===== config.mk =====
export PLATFORM = sky130hd
export DESIGN_NAME = prog_clk_div
export DESIGN_NICKNAME = d
export VERILOG_FILES = /design/src/rtl/clk_div_pkg.sv /design/src/rtl/clk_div_ch.sv /design/src/rtl/prog_clk_div.sv
export SDC_FILE = /design/constraint.sdc
export NUM_CORES = 1
export LEC_CHECK = 0
export CELL_PAD_IN_SITES_DETAIL_PLACEMENT = 1
export CELL_PAD_IN_SITES_GLOBAL_PLACEMENT = 2
export CORE_AREA = 2 2 117 119
export CTS_CLUSTER_DIAMETER = 30
export DETAILED_ROUTE_END_ITERATION = 7
export DIE_AREA = 0 0 119 121
export HOLD_SLACK_MARGIN = 0.15
export PLACE_DENSITY = 0.68
export SETUP_SLACK_MARGIN = 0.3
export SLEW_MARGIN = 20
export SYNTH_ARGS = -nofsm -noshare
export SYNTH_HDL_FRONTEND = slang
export SYNTH_SLANG_ARGS = --single-unit

===== constraint.sdc =====
create_clock -name clk_in -period 3.1 [get_ports clk_in]
set_input_delay 0.31 -clock clk_in [delete_from_list [all_inputs] [get_ports clk_in]]
set_output_delay 0.31 -clock clk_in [all_outputs]
set_load 0.01 [all_outputs]

===== src/rtl/clk_div_pkg.sv =====
// Shared types and helpers for the programmable clock divider channels.
package clk_div_pkg;

    localparam int DIV_MIN   = 2;
    localparam int DIV_W_PKG = 8;

    typedef logic [DIV_W_PKG-1:0] div_t;

    // RUN: enabled; DRAIN: disabled but finishing the period; IDLE: parked at cnt 0
    typedef enum logic [1:0] {
        CH_IDLE  = 2'd0,
        CH_RUN   = 2'd1,
        CH_DRAIN = 2'd2
    } ch_state_e;

    function automatic logic [31:0] hi_len(input logic [31:0] n);
        return (n + 32'd1) >> 1;
    endfunction

    function automatic logic [31:0] clamp_div(input logic [31:0] v);
        return (v < 32'(DIV_MIN)) ? 32'(DIV_MIN) : v;
    endfunction

endpackage


===== src/rtl/clk_div_ch.sv =====
// One divided-clock channel: period counter, pending-ratio register and
// a RUN/DRAIN/IDLE enable FSM so ratio changes and stops happen only at period boundaries.
module clk_div_ch
    import clk_div_pkg::*;
#(
    parameter int DIV_W       = 8,
    parameter int DEFAULT_DIV = 2
) (
    input  logic             clk_in,
    input  logic             reset,
    input  logic [DIV_W-1:0] div_val,
    input  logic             div_load,
    input  logic             ch_en,
    output logic             clk_out,
    output logic             tick,
    output logic             upd_pend,
    output ch_state_e        state
);

    localparam logic [DIV_W-1:0] RST_DIV = DIV_W'(clamp_div(32'(DEFAULT_DIV)));

    logic [DIV_W-1:0] cnt_q, cnt_d;
    logic [DIV_W-1:0] n_q, n_d;
    logic [DIV_W-1:0] pend_div_q, pend_div_d;
    logic             upd_pend_q, upd_pend_d;
    logic             clk_out_q, clk_out_d;
    logic             tick_q, tick_d;
    ch_state_e        state_q, state_d;

    logic             step;
    logic             last;
    logic [DIV_W-1:0] hi;

    // A period in progress always completes; a new one starts only when enabled.
    assign step = ch_en || (cnt_q != '0);
    assign last = (cnt_q == n_q - 1'b1);
    assign hi   = DIV_W'(hi_len(32'(n_q)));

    always_comb begin
        cnt_d      = cnt_q;
        n_d        = n_q;
        pend_div_d = pend_div_q;
        upd_pend_d = upd_pend_q;
        clk_out_d  = 1'b0;
        tick_d     = 1'b0;
        state_d    = state_q;

        if (step) begin
            clk_out_d = (cnt_q < hi);
            tick_d    = (cnt_q == '0);
            cnt_d     = last ? '0 : cnt_q + 1'b1;
        end

        // Apply uses the ratio pending before this edge, so a same-cycle load waits a period.
        if (upd_pend_q && (!step || last)) begin
            n_d        = pend_div_q;
            upd_pend_d = 1'b0;
            cnt_d      = '0;
        end

        if (div_load) begin
            pend_div_d = DIV_W'(clamp_div(32'(div_val)));
            upd_pend_d = 1'b1;
        end

        if (!step) begin
            state_d = CH_IDLE;
        end else if (ch_en) begin
            state_d = CH_RUN;
        end else if (cnt_d == '0) begin
            state_d = CH_IDLE;
        end else begin
            state_d = CH_DRAIN;
        end
    end

    always_ff @(posedge clk_in or posedge reset) begin
        if (reset) begin
            cnt_q      <= '0;
            n_q        <= RST_DIV;
            pend_div_q <= RST_DIV;
            upd_pend_q <= 1'b0;
            clk_out_q  <= 1'b0;
            tick_q     <= 1'b0;
            state_q    <= CH_IDLE;
        end else begin
            cnt_q      <= cnt_d;
            n_q        <= n_d;
            pend_div_q <= pend_div_d;
            upd_pend_q <= upd_pend_d;
            clk_out_q  <= clk_out_d;
            tick_q     <= tick_d;
            state_q    <= state_d;
        end
    end

    assign clk_out  = clk_out_q;
    assign tick     = tick_q;
    assign upd_pend = upd_pend_q;
    assign state    = state_q;

endmodule


===== src/rtl/prog_clk_div.sv =====
// Multi-channel programmable clock divider: NUM_CH independent clk_div_ch instances
// sharing clk_in; the top only slices the per-channel buses.
module prog_clk_div
    import clk_div_pkg::*;
#(
    parameter int NUM_CH      = 2,
    parameter int DIV_W       = 8,
    parameter int DEFAULT_DIV = 2
) (
    input  logic                    clk_in,
    input  logic                    reset,
    input  logic [NUM_CH*DIV_W-1:0] div_val,
    input  logic [NUM_CH-1:0]       div_load,
    input  logic [NUM_CH-1:0]       ch_en,
    output logic [NUM_CH-1:0]       clk_out,
    output logic [NUM_CH-1:0]       tick,
    output logic [NUM_CH-1:0]       upd_pend,
    output logic [NUM_CH*2-1:0]     dbg_state
);

    for (genvar c = 0; c < NUM_CH; c++) begin : g_ch
        ch_state_e st;

        clk_div_ch #(
            .DIV_W      (DIV_W),
            .DEFAULT_DIV(DEFAULT_DIV)
        ) u_ch (
            .clk_in  (clk_in),
            .reset   (reset),
            .div_val (div_val[c*DIV_W +: DIV_W]),
            .div_load(div_load[c]),
            .ch_en   (ch_en[c]),
            .clk_out (clk_out[c]),
            .tick    (tick[c]),
            .upd_pend(upd_pend[c]),
            .state   (st)
        );

        assign dbg_state[2*c +: 2] = st;
    end

endmodule


==> results.md <==
* Die X at 119 um
* Initial DRC Count at 117
* First-pass GRT wire length at 15990 um
* Min-Delay Path Class: primary input to async pin
* Slew @ Worst Pin at 0.7243 ns
* Post-Syn Instances at 400
* Total CTS buffers at 9
* Ports at 32
* Cell Area, Synth at 3839 sq um
* CP required at 3.31 ns
* Share of power burned in registers at 36.9%
* Post-CTS Setup Inserts at 0
* Yosys top cell by area: dfrtp_1
* Outcome: finished clean
* Max Fanout on Critical Path at 8
* Max transition margin at 51.64%
* Clock Skew at 0.007583 ns
* # diodes at 0
* Switching power total at 0.001367 W
* DIE HEIGHT at 121 um
* Clock latency on the worst-skew pair at 0.33 ns
* Placer Congestion at 0.7666
* Commonest cells post-synth: dfrtp_1, nor2_1, nand3_1, nand2_1
* Top-count cell post-synth: dfrtp_1
* RSZ-0062 raised after global routing: no
* Synth top area share at 35.20%
* Leakage Power at 1.945 nW
* Largest cells by area after synthesis: dfrtp_1, ha_1, xor2_1, xnor2_1, mux2_2
* Worst EP arrival at 2.81 ns
* Final period util at 84.03%
* Synth Register Bits at 58
* Asr flop ratio synth at 100.0%
* Clk buf depth at 2
* DIE AREA at 14400 sq um
* Fraction of layout cells with a size suffix above 1 at 14.08%
* Highest Clock Rate at 383.9 MHz
* Initial antenna violation count at 0
* Worst-path clk slew at 0.05 ns
* Setup_tns at 0 ns
* Post-route DRC at 0
* Yosys Warn Count at 0
* Setup violators final at 0
* Sequential share of the synthesized area at 37.94%
* CP startpoint kind: flop
* Clk pwr share at 24.0%
* Slew Viols, Final at 0
* Total gr overflow at 0
* Tot GR Track Use at 14.21%
* Per-cell routed wire length at 15.72 um
* Final net count at 459
* CTS Sinks at 58
* Routed WL at 9354 um
* Logic pwr share at 39.1%
* MaxCap Viol Count at 0
* PortBufs at 31
* Internal power at 0.002210 W
* TritonRoute pass-1 iters at 4
* Detailed-route vias per instance at 4.960
* CP endpoint kind: flop
* Number of nets with antenna violations after routing at 0
* Power per cell area at 791.9 nW/um^2
* Core area at 13090 sq um
* Minimum clock period at 2.605 ns
* Post-Syn Area per Cell at 9.597 sq um
* Vias in the first global route at 3104
* Synthesized Nets at 444
* Crit path kind: flop to flop
* Number of enable flip-flop cells after synthesis at 0
* Peak VDD IR at 0.0003041 V
* P&R area growth vs syn at 17.67%
* Cts hold-fix bufs at 0
* Largest net degree at the start of global routing at 34
* Synth Flop Type: dfrtp_1
* Via count at 2951
* Initial Util at 29.34%
* Rows at 42
* Final Hold Fails at 0
* Library cells used by synthesis at 58
* Clock root buffer: clkbuf_16
* Switching share of power at 38.21%
* Final Total Pwr at 0.003577 W
* Placed wire-length estimate at 7125 um
* H-tree levels at 3
* Clock tree from TritonCTS: done
* Resize count post-CTS at 0
-- area by class of cell --
class | instances | area [sq um]
Inverter | 22 | 82.58
Sequential cell | 58 | 1456
Fill cell | 1508 | 8568
Clock buffer | 14 | 244.0
Clock inverter | 1 | 5.005
Timing Repair Buffer | 38 | 362.8
Multi-Input combinational cell | 286 | 2146
Tap cell | 176 | 220.2
-- power by group through the flow --
stage               Sequential, W  Clock (W)  Combinational (W)
floorplan                 0.00111          0            0.00125
global placement          0.00133          0            0.00135
detailed placement        0.00134          0            0.00140
CTS                       0.00133   0.000890            0.00141
global route              0.00137   0.000922            0.00161
finish                    0.00132   0.000859            0.00140
-- flip-flops by register name (all words and copies together), names as in the netlist --
| signal | cells |
|---|---|
| g_ch.u_ch.clk_out | 2 |
| g_ch.u_ch.cnt_q | 16 |
| g_ch.u_ch.n_q | 16 |
| g_ch.u_ch.pend_div_q | 16 |
| g_ch.u_ch.state | 4 |
| g_ch.u_ch.tick | 2 |
| g_ch.u_ch.upd_pend | 2 |
-- layout by cell type, fill, tap and decap left out, drive strengths merged, types with 4 or more instances in the layout --
| cell | synthesis | layout |
|---|---|---|
| dfstp | 4 | 4 |
| a21o | 7 | 7 |
| nor4 | 4 | 4 |
| o21ai | 11 | 11 |
| buf | 13 | 7 |
| xnor2 | 19 | 19 |
| and3 | 6 | 6 |
| nand2 | 23 | 23 |
| o211ai | 9 | 9 |
| nor3 | 9 | 9 |
| o221a | 7 | 7 |
| mux2 | 20 | 20 |
| nand4 | 11 | 11 |
| inv | 22 | 22 |
| and2 | 4 | 4 |
| a21oi | 6 | 6 |
| xor2 | 22 | 22 |
| dfrtp | 54 | 54 |
| clkbuf | 21 | 14 |
| clkdlybuf4s50 | 0 | 31 |
| nand3 | 27 | 27 |
| nor2 | 28 | 28 |
| a211o | 4 | 4 |
| nand2b | 6 | 6 |
| ha | 22 | 22 |
| nor2b | 5 | 5 |
-- worst paths after layout --
kind / start / to / slack (ns) / depth (start not counted)
setup / recovery: g_ch[1].u_ch.n_q[1]$_DFFE_PP1N_ / g_ch[1].u_ch.n_q[2]$_DFFE_PP0N_ / 0.49 / 8
hold / removal: reset / g_ch[1].u_ch.n_q[4]$_DFFE_PP0N_ / 0.42 / 2
setup reg to reg: g_ch[1].u_ch.n_q[1]$_DFFE_PP1N_ / g_ch[1].u_ch.n_q[2]$_DFFE_PP0N_ / 0.49 / 8
hold reg to reg: g_ch[1].u_ch.pend_div_q[2]$_DFFE_PP0P_ / g_ch[1].u_ch.n_q[2]$_DFFE_PP0N_ / 0.50 / 1
max in group asynchronous: reset / g_ch[1].u_ch.pend_div_q[1]$_DFFE_PP1P_ / 1.89 / 3
min in group clk_in: g_ch[1].u_ch.pend_div_q[2]$_DFFE_PP0P_ / g_ch[1].u_ch.n_q[2]$_DFFE_PP0N_ / 0.50 / 1
-- stage by stage --
step / instances / setup WS (ns) / utilization (%) / cell area (sq um) / hold slack [ns]
6_report: 595 / 0.4950 / 34.52 / 4517 / 0.4216
5_1_grt: 595 / 0.3007 / 34.52 / 4517 / 0.4842
4_1_cts: 595 / 0.3583 / 34.42 / 4504 / 0.4502
3_5_place_dp: 580 / 0.3708 / 32.52 / 4255 / 0.4926
3_3_place_gp: 580 / 0.4460 / 32.52 / 4255 / 0.4936
2_1_floorplan: 400 / 0.5268 / - / 3839 / 0.3827
-- cell families after synthesis --
| kind of cell | Yosys count | synth area share, % |
|---|---|---|
| AOI/OAI and AO/OA | 69 | 13.69 |
| xor gates and xnor gates | 41 | 9.355 |
| adders and majority gates | 22 | 7.171 |
| buffers and inverters | 56 | 6.486 |
| DFF | 58 | 37.94 |
| muxes | 21 | 6.812 |
| and+or+nand+nor | 133 | 18.55 |
-- critical path: stages, from the launching register on --
cell,delay (ns)
dfstp_2,0.57
inv_1,0.07
ha_1,0.32
xor2_1,0.16
o211ai_1,0.11
or3_4,0.41
nor4_4,0.33
o21ai_4,0.19
mux2_4,0.33
-- per-layer routing --
layer / vias up / part of all wire [%] / global-route usage [%]
met1: 1457 / 51 / 19.52
met2: 41 / 44 / 21.73
met4: 0 / 2.2 / 6.548
met3: 13 / 2.6 / 2.538
met5: - / 0 / 0
li1: 1440 / - / -
(Power assumes the default switching activity.)
